--- src/rtl/arb_mux.sv ---
// N:1 registered multiplexer with a valid/ready handshake on every input channel and on the output.
// The arbiter is combinational. One output register stage sustains one transfer per cycle.
module arb_mux #(
  parameter int WIDTH    = 32,
  parameter int NUM_IN   = 4,
  parameter int ARB_MODE = 0
) (
  input  logic                            clk,
  input  logic                            rst_n,
  input  logic [NUM_IN-1:0]               in_valid,
  input  logic [NUM_IN*WIDTH-1:0]         in_data,
  output logic [NUM_IN-1:0]               in_ready,
  output logic                            out_valid,
  output logic [WIDTH-1:0]                out_data,
  output logic [((NUM_IN > 1) ? $clog2(NUM_IN) : 1)-1:0] out_sel,
  input  logic                            out_ready
);

  localparam int SEL_W = (NUM_IN > 1) ? $clog2(NUM_IN) : 1;

  logic              out_valid_q;
  logic [WIDTH-1:0]  out_data_q;
  logic [SEL_W-1:0]  out_sel_q;
  logic [SEL_W-1:0]  ptr_q, ptr_d;

  logic              load_en;
  logic [NUM_IN-1:0] grant;
  logic [SEL_W-1:0]  grant_idx;
  logic              grant_any;
  int unsigned       idx;

  assign load_en = !out_valid_q || out_ready;

  // Scan starts at ptr_q (round-robin) or at 0 (fixed priority). The first valid channel wins.
  always_comb begin
    grant     = '0;
    grant_idx = '0;
    grant_any = 1'b0;
    idx       = 0;
    if (load_en) begin
      for (int j = 0; j < NUM_IN; j++) begin
        if (ARB_MODE == 1) idx = j;
        else               idx = (int'(ptr_q) + j) % NUM_IN;
        if (!grant_any && in_valid[idx]) begin
          grant_any  = 1'b1;
          grant[idx] = 1'b1;
          grant_idx  = SEL_W'(idx);
        end
      end
    end
  end

  always_comb begin
    ptr_d = ptr_q;
    if (grant_any && ARB_MODE == 0) begin
      if (int'(grant_idx) == NUM_IN - 1) ptr_d = '0;
      else                               ptr_d = grant_idx + 1'b1;
    end
  end

  // in_ready is gated by rst_n so that no channel sees an accept while the block is held in reset.
  assign in_ready = rst_n ? grant : '0;

  always_ff @(posedge clk or negedge rst_n) begin
    if (!rst_n) begin
      out_valid_q <= 1'b0;
      out_data_q  <= '0;
      out_sel_q   <= '0;
      ptr_q       <= '0;
    end else if (load_en) begin
      out_valid_q <= grant_any;
      ptr_q       <= ptr_d;
      if (grant_any) begin
        out_data_q <= in_data[int'(grant_idx)*WIDTH +: WIDTH];
        out_sel_q  <= grant_idx;
      end
    end
  end

  assign out_valid = out_valid_q;
  assign out_data  = out_data_q;
  assign out_sel   = out_sel_q;

endmodule
--- config.mk ---
export PLATFORM = sky130hd
export DESIGN_NAME = arb_mux
export DESIGN_NICKNAME = d
export VERILOG_FILES = /design/src/rtl/arb_mux.sv
export SDC_FILE = /design/constraint.sdc
export NUM_CORES = 1
export LEC_CHECK = 0
export BUFFER_PORTS_ARGS = -buffer_cell sky130_fd_sc_hd__buf_4
export CAP_MARGIN = 20
export CORE_MARGIN = 3
export CORE_UTILIZATION = 40
export DETAILED_ROUTE_END_ITERATION = 10
export GPL_TIMING_DRIVEN = 0
export PLACE_DENSITY_LB_ADDON = 0.15
export SLEW_MARGIN = 15
export SYNTH_ARGS = -nofsm -noshare
export SYNTH_HDL_FRONTEND = slang
export SYNTH_SLANG_ARGS = --single-unit
export TNS_END_PERCENT = 50
--- constraint.sdc ---
create_clock -name clk -period 3.8 [get_ports clk]
set_input_delay 0.38 -clock clk [delete_from_list [all_inputs] [get_ports clk]]
set_output_delay 0.38 -clock clk [all_outputs]
set_load 0.005 [all_outputs]
==> results of run 1 <==
==> flip-flops by register name (all words and copies together) (netlist names) <==
register	cells
out_valid	1
out_data	32
ptr_q	2
out_sel	2
==> Yosys cell counts <==
master                          instances
sky130_fd_sc_hd__mux2i_1               54
sky130_fd_sc_hd__dfrtp_1               37
sky130_fd_sc_hd__nand2_1               27
sky130_fd_sc_hd__o221ai_1              21
sky130_fd_sc_hd__a21oi_1               14
sky130_fd_sc_hd__o22ai_1               12
sky130_fd_sc_hd__mux2_2                10
sky130_fd_sc_hd__ha_1                   9
sky130_fd_sc_hd__a22oi_1                8
sky130_fd_sc_hd__nor2_1                 8
sky130_fd_sc_hd__buf_12                 5
sky130_fd_sc_hd__buf_4                  5
sky130_fd_sc_hd__nor2b_1                5
sky130_fd_sc_hd__o21ai_0                5
sky130_fd_sc_hd__buf_2                  4
sky130_fd_sc_hd__clkbuf_1               4
sky130_fd_sc_hd__inv_1                  4
sky130_fd_sc_hd__mux2_1                 4
sky130_fd_sc_hd__a211oi_1               3
sky130_fd_sc_hd__dlygate4sd1_1          3
sky130_fd_sc_hd__a21o_1                 2
sky130_fd_sc_hd__and3b_1                2
sky130_fd_sc_hd__buf_6                  2
sky130_fd_sc_hd__mux4_2                 2
sky130_fd_sc_hd__nor4_1                 2
sky130_fd_sc_hd__a22oi_4                1
sky130_fd_sc_hd__a31oi_1                1
sky130_fd_sc_hd__and2_1                 1
sky130_fd_sc_hd__clkbuf_2               1
sky130_fd_sc_hd__nand2b_1               1
sky130_fd_sc_hd__nor2_4                 1
sky130_fd_sc_hd__nor3_1                 1
sky130_fd_sc_hd__nor3b_1                1
sky130_fd_sc_hd__o211ai_1               1
sky130_fd_sc_hd__o21ai_1                1
sky130_fd_sc_hd__o21bai_4               1
sky130_fd_sc_hd__o41ai_1                1
sky130_fd_sc_hd__or2_2                  1
sky130_fd_sc_hd__or3_1                  1
==> per-layer routing <==
layer | GRT usage (%) | part of all wire (%) | vias up
met1 | 26.1 | 39 | 1388
met5 | 0 | 0 | -
met4 | 4.74 | 1.3 | 0
li1 | - | - | 1364
met3 | 4.52 | 6.8 | 14
met2 | 37.4 | 53 | 120
==> cells by family (layout without fill, tap and decap cells) <==
kind of cell / count (synthesis) / count (layout) / synth area share [%]
DFF: 37 / 37 / 33.3
AOI/OAI and AO/OA: 71 / 71 / 18.7
adders and majority gates: 9 / 9 / 4.05
buffers and inverters: 28 / 207 / 8.67
muxes: 70 / 70 / 26.7
and+or+nand+nor: 51 / 51 / 8.67
==> power breakdown <==
group          switching, mW  leakage [nW]  internal (mW)
sequential             0.117         0.436          0.585
combinational          0.919          1.67           1.08
clock                  0.131        0.0443          0.144
total                   1.17          2.15           1.81
==> timing repair <==
item                       in CTS  in global routing
setup endpoints to repair       0                 14
hold endpoints to repair        0                  0
gates resized for setup         0                  1
buffers inserted                0                  0
==> through the flow <==
step	hold slack [ns]	setup WS, ns	util (%)	cell area [sq um]
2_1_floorplan	0.0844	0.887	-	2780
4_1_cts	0.0676	0.131	65.2	4260
3_3_place_gp	0.376	0.245	63.9	4170
5_1_grt	0.0933	0.0793	65.3	4270
6_report	0.0526	0.364	65.3	4270
3_5_place_dp	0.374	0.146	63.9	4170
==> cell usage in the layout, fill, tap and decap left out, drive strengths merged, types with 2 or more instances in the layout <==
cell / n
ha: 9
dfrtp: 37
o21ai: 6
nor2b: 5
o22ai: 12
nand2: 27
dlygate4sd1: 3
mux2: 14
a21oi: 14
buf: 188
a211oi: 3
and3b: 2
nor4: 2
mux4: 2
inv: 4
clkbuf: 12
a21o: 2
nor2: 9
a22oi: 9
mux2i: 54
o221ai: 21
==> final cells by class <==
type,instances,area (sq um),area share [%]
multi-input cells,201,1620,38.1
clock buffers,7,86.3,2.02
plain buffers,24,226,5.31
repair buffers,172,1290,30.3
well taps,77,96.3,2.26
inverters,4,15.0,0.352
flip-flops and latches,37,926,21.7
==> worst paths after layout <==
path	to	cells after the start
min in group clk	out_data[30]	3
hold / removal	out_data[29]	1
setup / recovery	in_ready[2]	11
setup reg to reg	ptr_q[1]	13
max in group asynchronous	out_data[11]	1
hold reg to reg	out_sel[1]	2
==> results.sh, run 1 <==
export IMPL_synth_ff_latch_count=37
export IMPL_synthDominantCellAreaShare_pct=33.3
export IMPL_diodes=0
export IMPL_rows=29
export IMPL_path_common_cell="sky130_fd_sc_hd__buf_4"
export IMPL_ctsLongestPathBuffers=2
export IMPL_drive_gt1_share_pct=47.6
export IMPL_setup_worst_path_start="ptr_q[0]"
export IMPL_clk_root_buffer_cell="sky130_fd_sc_hd__clkbuf_8"
export IMPL_initial_utilization_pct=42.6
export IMPL_clock_sink_count=37
export IMPL_r2r_start="ptr_q[0]"
export IMPL_fp_dieH_microns=89.4
export IMPL_setup_viol=0
export IMPL_grt_antenna_before_repair=0
export IMPL_grt_first_pass_wirelength_mm=13.1
export IMPL_fin_setup_tns_ns=0
export IMPL_via_count_of_the_first_global_routing_pass=2741
export IMPL_crit_slowest_cell="sky130_fd_sc_hd__a211oi_1"
export IMPL_p_total_mw=2.98
export IMPL_power_static_leakage_nw=2.15
export IMPL_layout_nets=589
export IMPL_rrSetupSlack_ns=0.39
export IMPL_maximum_number_of_pins_on_one_net_before_global_route_repair=39
export IMPL_cts_hold_buffers=0
export IMPL_synthCells=266
export IMPL_dpl_cell_count=515
export IMPL_synthesis_yosys_warnings=0
export IMPL_die_area_sq_mm=0.00800
export IMPL_ioPinCount=174
export IMPL_antenna_left=0
export IMPL_critPathArrivalTime_ns=3.06
export IMPL_cts_tree="built"
export IMPL_fin_worst_skew_ns=0.00135
export IMPL_clkSlewWorstSetupHoldPaths_ns=0.07
export IMPL_max_vdd_ir_drop_uv=353
export IMPL_postSynthAreaPerCell_sq_um=10.5
export IMPL_num_vias=2886
export IMPL_nFillCells=553
export IMPL_crit_path_start_kind="register"
export IMPL_tritoncts_num_buffers=5
export IMPL_worstPathCellList="clkbuf_2, buf_4, inv_1, ha_1, buf_4, mux4_2, a211oi_1, a22oi_1, o21ai_0, nor2b_1, buf_4"
export IMPL_core_sq_mm=0.00653
export IMPL_stdcell_count=522
export IMPL_synth_area_leaders="sky130_fd_sc_hd__dfrtp_1 (33%), sky130_fd_sc_hd__mux2i_1 (19%), sky130_fd_sc_hd__o221ai_1 (6.6%)"
export IMPL_critical_path_required_ns=3.42
export IMPL_timing_max_slew_rel_slack_pct=59.1
export IMPL_layout_worst_path_cycle_share_pct=90.4
export IMPL_drt_first_pass_iters=4
export IMPL_achievable_frequency_ghz=0.291
export IMPL_final_min_clock_period_ns=3.44
export IMPL_clk_insertion_delay_late_ns=0.28
export IMPL_worst_slew_pin_slew_ns=0.607
export IMPL_globalRouteOverflowTotal=0
export IMPL_die_width_microns=89.4
export IMPL_drt_wirelength_per_cell_microns=16.8
export IMPL_dp_final_hpwl_mm=6.92
export IMPL_synth_yosys_seq_area_share_pct=33.3
export IMPL_synthesis_area_sq_mm=0.00278
export IMPL_routed_wirelength_mm=8.79
export IMPL_place_port_buffers=172
export IMPL_hold_violations=0
export IMPL_maxcap_violations=0
export IMPL_htreeDepth=2
export IMPL_critical_path_buf_inv_count=5
export IMPL_timing_setup_critical_path_class="register to output port"
export IMPL_synth_nets=410
export IMPL_run_status="finished, final reports clean"
export IMPL_areaGrowthSynthToFinish_pct=53.2
export IMPL_avgViaCountPerCell=5.53
export IMPL_synthDominantAreaCellType="sky130_fd_sc_hd__dfrtp_1"
export IMPL_grt_total_usage_pct=21.1
export IMPL_finalWeightedCongestion=0.841
export IMPL_cp_end_kind="output port"
export IMPL_grt_setup_unrepaired="no"
export IMPL_hold_path_class="input pin to async pin"
export IMPL_final_max_slew_viol_count=0
export IMPL_worstPathMaxFanout=10
export IMPL_synth_distinct_cells=39
export IMPL_worst_path_dominant_cell_family="buffers and inverters"
export IMPL_critPathMaxStageDelay_ns=0.43
export IMPL_power_density_cell_area_mw_per_mm2=699
export IMPL_first_iter_violations=79
export IMPL_drc=0
No activity file was read; power rests on OpenSTA's default activity.
==> inputs of run 2 (changes only) <==
--- a/config.mk
+++ b/config.mk
@@ -7,6 +7,7 @@
 export LEC_CHECK = 0
 export BUFFER_PORTS_ARGS = -buffer_cell sky130_fd_sc_hd__buf_4
 export CAP_MARGIN = 20
+export CORE_ASPECT_RATIO = 0.8
 export CORE_MARGIN = 3
 export CORE_UTILIZATION = 40
 export DETAILED_ROUTE_END_ITERATION = 10
==> run 2 against run 1 <==
Effect of this change:
- clock power is 26% higher
- final area up 0.79%
- critical path depth did not move
- routed wire length decreased by 0.63%
- register-to-register slack hardly changed
- first-iteration DRC count grew 13%
- non-clock buffer count is the same
- worst hold slack got worse by 0.014 ns
- flip-flop and latch count stayed put
- utilization grew 0.12 points
- largest power group unchanged
- highest routed layer unchanged
==> results.sh, run 2 (same netlist as run 1, synthesis figures left out) <==
export IMPL_run_status="finished, final reports clean"
export IMPL_grt_use_met3_pct=6.77
export IMPL_ctsLongestPathBuffers=2
export IMPL_grt_most_used_layer="met2"
export IMPL_areaGrowthSynthToFinish_pct=54.4
export IMPL_layout_nets=589
export IMPL_initial_utilization_pct=42.4
export IMPL_grt_first_pass_wirelength_mm=13.3
export IMPL_grt_setup_unrepaired="no"
export IMPL_die_width_microns=99.3
export IMPL_worstPathMaxFanout=10
export IMPL_dpl_cell_count=522
export IMPL_critPathArrivalTime_ns=3.09
export IMPL_finalWeightedCongestion=0.839
export IMPL_num_vias=2799
export IMPL_clock_sink_count=37
export IMPL_hold_violations=0
export IMPL_drt_wirelength_per_cell_microns=16.5
export IMPL_cp_end_kind="output port"
export IMPL_layout_common_cells="sky130_fd_sc_hd__buf_4 (177), sky130_fd_sc_hd__mux2i_1 (54), sky130_fd_sc_hd__dfrtp_1 (37)"
export IMPL_antenna_left=0
export IMPL_final_max_slew_viol_count=0
export IMPL_place_port_buffers=172
export IMPL_drt_first_pass_iters=4
export IMPL_htreeDepth=2
export IMPL_fp_dieH_microns=80.6
export IMPL_rows=26
export IMPL_routed_wirelength_mm=8.73
export IMPL_critical_path_buf_inv_count=5
export IMPL_grt_antenna_before_repair=0
export IMPL_layout_worst_path_cycle_share_pct=91.4
export IMPL_cts_tree="built"
export IMPL_globalRouteOverflowTotal=0
export IMPL_drive_gt1_share_pct=47.8
export IMPL_detailedPlace_worstSlack_ns=0.155
export IMPL_maximum_number_of_pins_on_one_net_before_global_route_repair=39
export IMPL_largest_reg_flops=32
export IMPL_worst_slew_pin_slew_ns=0.600
export IMPL_groute_layer_met2_usage_pct=34.7
export IMPL_setup_ws_ns=0.328
export IMPL_final_min_clock_period_ns=3.47
export IMPL_core_sq_mm=0.00657
export IMPL_nFillCells=566
export IMPL_hold_path_class="input pin to async pin"
export IMPL_setup_viol=0
export IMPL_tritoncts_num_buffers=5
export IMPL_clk_insertion_delay_late_ns=0.30
export IMPL_worst_path_dominant_cell_family="buffers and inverters"
export IMPL_clkSlewWorstSetupHoldPaths_ns=0.07
export IMPL_stdcell_count=530
export IMPL_grt_total_usage_pct=21.0
export IMPL_fin_worst_hold_slack_ns=0.0387
export IMPL_achievable_frequency_ghz=0.288
export IMPL_critical_path_required_ns=3.42
export IMPL_drc=0
export IMPL_critPathMaxStageDelay_ns=0.44
export IMPL_die_area_sq_mm=0.00800
export IMPL_fin_worst_skew_ns=0.0113
export IMPL_avgViaCountPerCell=5.28
export IMPL_dp_final_hpwl_mm=6.90
export IMPL_power_static_leakage_nw=2.16
export IMPL_worstPathCellList="clkbuf_2, buf_4, inv_1, ha_1, buf_4, mux4_2, a211oi_1, a22oi_1, o21ai_0, nor2b_1, buf_4"
export IMPL_power_density_cell_area_mw_per_mm2=710
export IMPL_groute_layer_met1_usage_pct=26.4
export IMPL_via_count_of_the_first_global_routing_pass=2779
export IMPL_diodes=0
export IMPL_ioPinCount=174
export IMPL_max_vdd_ir_drop_uv=337
export IMPL_crit_slowest_cell="sky130_fd_sc_hd__a211oi_1"
export IMPL_crit_path_start_kind="register"
export IMPL_maxcap_violations=0
export IMPL_fin_setup_tns_ns=0
export IMPL_timing_max_slew_rel_slack_pct=59.8
export IMPL_timing_setup_critical_path_class="register to output port"
export IMPL_leading_cell_type_in_the_layout_fill_and_taps_excluded="sky130_fd_sc_hd__buf_4"
export IMPL_path_common_cell="sky130_fd_sc_hd__buf_4"
export IMPL_clk_root_buffer_cell="sky130_fd_sc_hd__clkbuf_8"
export IMPL_first_iter_violations=89
==> run 2: cell count changes in the layout (fill, tap and decap cells not counted) <==
| cell | before | now |
|---|---|---|
| sky130_fd_sc_hd__bufinv_16 | 0 | 1 |
| sky130_fd_sc_hd__clkbuf_8 | 6 | 5 |
| sky130_fd_sc_hd__clkinv_4 | 0 | 1 |
==> run 2: report_power, final <==
group	internal, mW	total, mW	switching [mW]	leakage (nW)
clock	0.197	0.346	0.149	0.0554
sequential	0.585	0.699	0.115	0.436
combinational	1.08	2.01	0.925	1.67
==> run 2: repair_timing <==
action / in CTS / in global routing
endpoints found under the setup margin: 0 / 8
hold buffers: 0 / 0
buffers inserted: 0 / 0
resized for setup: 0 / 1
==> run 2: per-stage QoR <==
stage                     area [sq um]  power [mW]  utilization [%]
final                             4300        3.05             65.4
after global routing              4300        3.27             65.4
after CTS                         4290        3.08             65.3
after detailed placement          4180        2.72             63.6
after global placement            4180        2.68             63.6
after floorplan                   2780        2.03                -
==> run 2: cell type report <==
class / count / area, sq um / area share [%]
buffer: 24 / 226 / 5.27
clock buffer: 6 / 72.6 / 1.69
clock inverter: 2 / 38.8 / 0.902
inverter: 4 / 15.0 / 0.349
multi-input combinational: 201 / 1620 / 37.8
sequential: 37 / 926 / 21.5
tap: 84 / 105 / 2.44
timing repair buffer: 172 / 1290 / 30.0
==> run 2: final timing paths <==
| check | startpoint | end | slack, ns | cells past startpoint |
|---|---|---|---|---|
| worst max-delay path | ptr_q[0] | in_ready[3] | 0.33 | 11 |
| worst min-delay path | rst_n | out_data[15] | 0.04 | 1 |
| worst max register to register | ptr_q[0] | ptr_q[1] | 0.39 | 13 |
| worst min register to register | out_sel[0] | out_sel[0] | 0.49 | 1 |
| max in group asynchronous | rst_n | ptr_q[0] | 3.42 | 1 |
| min in group clk | in_data[19] | out_data[19] | 0.37 | 3 |
==> run 2: layer usage <==
metal  part of all wire (%)  routed length (microns)  vias to the layer above
met1                     41                     3610                     1310
met2                     49                     4250                      119
met4                    1.0                       91                        0
li1                       -                        -                     1362
met3                    8.9                      777                        8
met5                      0                        0                        -
==> inputs of run 3 (changes only) <==
--- a/config.mk
+++ b/config.mk
@@ -5,7 +5,7 @@
 export SDC_FILE = /design/constraint.sdc
 export NUM_CORES = 1
 export LEC_CHECK = 0
-export BUFFER_PORTS_ARGS = -buffer_cell sky130_fd_sc_hd__buf_4
+export BUFFER_PORTS_ARGS = -buffer_cell sky130_fd_sc_hd__buf_2
 export CAP_MARGIN = 20
 export CORE_ASPECT_RATIO = 0.8
 export CORE_MARGIN = 3
==> constraint.sdc (replaced) <==
create_clock -name clk -period 3.8 [get_ports clk]
set_input_delay 0 -clock clk [delete_from_list [all_inputs] [get_ports clk]]
set_output_delay 0 -clock clk [all_outputs]
set_load 0.005 [all_outputs]
==> run 3 against run 2 <==
Effect of this change:
- via count is 1.2% lower
- first-iteration DRC count is 3.4% higher
- sequential power is 1% lower
- utilization is 6.6 points lower
- critical path type is now register to register
- clock skew is 0.0031 ns lower
- setup slack better by 0.024 ns
==> results.sh, run 3 (same netlist as run 1, synthesis figures left out) <==
export IMPL_num_vias=2765
export IMPL_hold_violations=0
export IMPL_routed_wirelength_mm=8.30
export IMPL_critPathArrivalTime_ns=3.60
export IMPL_layout_nets=591
export IMPL_power_static_leakage_nw=2.02
export IMPL_rows=26
export IMPL_seqPwrFrac_pct=24.3
export IMPL_clk_insertion_delay_late_ns=0.29
export IMPL_grt_total_usage_pct=19.8
export IMPL_maximum_number_of_pins_on_one_net_before_global_route_repair=39
export IMPL_die_width_microns=99.3
export IMPL_ctsLongestPathBuffers=2
export IMPL_drive_gt1_share_pct=47.8
export IMPL_core_sq_mm=0.00657
export IMPL_fin_worst_skew_ns=0.00821
export IMPL_place_port_buffers=172
export IMPL_grt_setup_unrepaired="no"
export IMPL_multi_input_area_sq_mm=0.00162
export IMPL_clock_sink_count=37
export IMPL_layout_common_cells="sky130_fd_sc_hd__buf_2 (176), sky130_fd_sc_hd__mux2i_1 (54), sky130_fd_sc_hd__dfrtp_1 (37)"
export IMPL_die_area_sq_mm=0.00800
export IMPL_area_sequential_sq_um=926
export IMPL_finalWeightedCongestion=0.814
export IMPL_achievable_frequency_ghz=0.290
export IMPL_setup_viol=0
export IMPL_worstPathCellList="clkbuf_2, buf_4, inv_1, ha_1, buf_4, o211ai_1, o41ai_2, o21ai_1, clkbuf_1, inv_1, ha_1, nand2_1, o21ai_0"
export IMPL_setup_ws_ns=0.352
export IMPL_worst_path_dominant_cell_family="buffers and inverters"
export IMPL_worst_slew_pin_slew_ns=0.889
export IMPL_drc=0
export IMPL_htreeDepth=2
export IMPL_detailedPlace_worstSlack_ns=0.170
export IMPL_layout_worst_path_cycle_share_pct=90.7
export IMPL_switching_share_pct=41.2
export IMPL_postCtsSetupBuffers=0
export IMPL_largest_reg_flops=32
export IMPL_timing_max_slew_rel_slack_pct=40.7
export IMPL_stdcell_count=532
export IMPL_crit_slowest_cell="sky130_fd_sc_hd__o21ai_1"
export IMPL_nFillCells=605
export IMPL_clk_root_buffer_cell="sky130_fd_sc_hd__clkbuf_8"
export IMPL_grt_first_pass_wirelength_mm=12.6
export IMPL_intPower_mw=1.67
export IMPL_crit_path_start_kind="register"
export IMPL_highest_signal_layer="met4"
export IMPL_drt_wirelength_per_cell_microns=15.6
export IMPL_maxcap_violations=0
export IMPL_hold_path_class="input pin to register"
export IMPL_power_switching_mw=1.17
export IMPL_worstPathMaxFanout=10
export IMPL_comb_power_share_pct=65.8
export IMPL_globalRouteOverflowTotal=0
export IMPL_run_status="finished, final reports clean"
export IMPL_grt_antenna_before_repair=0
export IMPL_final_max_slew_viol_count=0
export IMPL_areaGrowthSynthToFinish_pct=38.9
export IMPL_antenna_left=0
export IMPL_initial_utilization_pct=42.4
export IMPL_power_density_cell_area_mw_per_mm2=733
export IMPL_dp_final_hpwl_mm=6.50
export IMPL_dpl_cell_count=522
export IMPL_drt_first_pass_iters=4
export IMPL_avgViaCountPerCell=5.20
export IMPL_max_vdd_ir_drop_uv=282
export IMPL_placed_cell_area_sq_mm=0.00375
export IMPL_routed_wl_met2_mm=4.03
export IMPL_clkSlewWorstSetupHoldPaths_ns=0.08
export IMPL_cts_tree="built"
export IMPL_met3WireLength_microns=625
export IMPL_utilization_pct=58.9
export IMPL_cp_end_kind="register"
export IMPL_power_frac_clock_pct=9.9
export IMPL_layout_cell_area_non_filler_sq_mm=0.00387
export IMPL_timing_setup_critical_path_class="register to register"
export IMPL_fp_dieH_microns=80.6
export IMPL_met1_length_mm=3.61
export IMPL_leading_cell_type_in_the_layout_fill_and_taps_excluded="sky130_fd_sc_hd__buf_2"
export IMPL_tritoncts_num_buffers=5
export IMPL_ioPinCount=174
export IMPL_critical_path_buf_inv_count=6
export IMPL_first_iter_violations=92
export IMPL_critPathMaxStageDelay_ns=0.55
export IMPL_final_min_clock_period_ns=3.45
export IMPL_via_count_of_the_first_global_routing_pass=2640
export IMPL_fin_setup_tns_ns=0
export IMPL_critical_path_required_ns=3.95
export IMPL_diodes=0
run 3: cell types whose count changed in the layout (fill, tap and decap cells not counted):
cell | previous run | this run
sky130_fd_sc_hd__buf_2 | 4 | 176
sky130_fd_sc_hd__buf_4 | 177 | 5
sky130_fd_sc_hd__bufinv_16 | 1 | 0
sky130_fd_sc_hd__clkbuf_1 | 5 | 4
sky130_fd_sc_hd__clkinv_2 | 0 | 1
sky130_fd_sc_hd__clkinv_4 | 1 | 0
sky130_fd_sc_hd__clkinvlp_4 | 0 | 1
sky130_fd_sc_hd__dlygate4sd3_1 | 0 | 2
sky130_fd_sc_hd__inv_6 | 0 | 1
run 3: what timing repair did:
action,CTS,global route
setup endpoints to repair,0,1
hold buffers,2,0
gates resized for setup,0,1
endpoints found under the hold margin,38,0
run 3: area by class of cell:
type	count	share of cell area, %
flip-flops and latches	37	23.9
inverters	4	0.388
plain buffers	24	5.86
well taps	84	2.72
multi-input cells	201	42.0
repair buffers	174	22.8
clock inverters	3	0.550
clock buffers	5	1.78
run 3: metal layers:
layer,vias to the layer above,track usage (%)
li1,1370,-
met1,1275,25.6
met2,116,32.9
met3,4,5.03
met4,0,5.18
met5,-,0
run 3: worst paths after layout:
kind | start | end | cells after the start | slack (ns)
hold reg to reg | out_data[24] | out_data[24] | 2 | 0.49
setup / recovery | ptr_q[0] | ptr_q[1] | 13 | 0.35
max in group asynchronous | rst_n | out_sel[0] | 2 | 2.87
setup reg to reg | ptr_q[0] | ptr_q[1] | 13 | 0.35
min in group asynchronous | rst_n | out_data[9] | 2 | 0.38
hold / removal | in_data[19] | out_data[19] | 3 | 0.01
run 3: stage by stage:
| step | hold WS (ns) | power (mW) |
|---|---|---|
| 3_5_place_dp | 0.171 | 2.57 |
| 2_1_floorplan | -0.296 | 2.03 |
| 5_1_grt | 0.0113 | 3.05 |
| 4_1_cts | 0.00694 | 2.86 |
| 6_report | 0.0140 | 2.83 |
| 3_3_place_gp | 0.175 | 2.53 |
run 3: tightest hold or removal path, delay by kind of cell:
family          cells  cell delay, ns
compound gates      1            0.13
buf+inv             1            0.07
mux                 1            0.05
run 3: power by group through the flow:
stage	registers (mW)	logic, mW	clock network, mW
finish	0.690	1.86	0.280
global route	0.717	2.03	0.305
CTS	0.690	1.88	0.289
detailed placement	0.693	1.88	0
global placement	0.689	1.85	0
floorplan	0.707	1.32	0
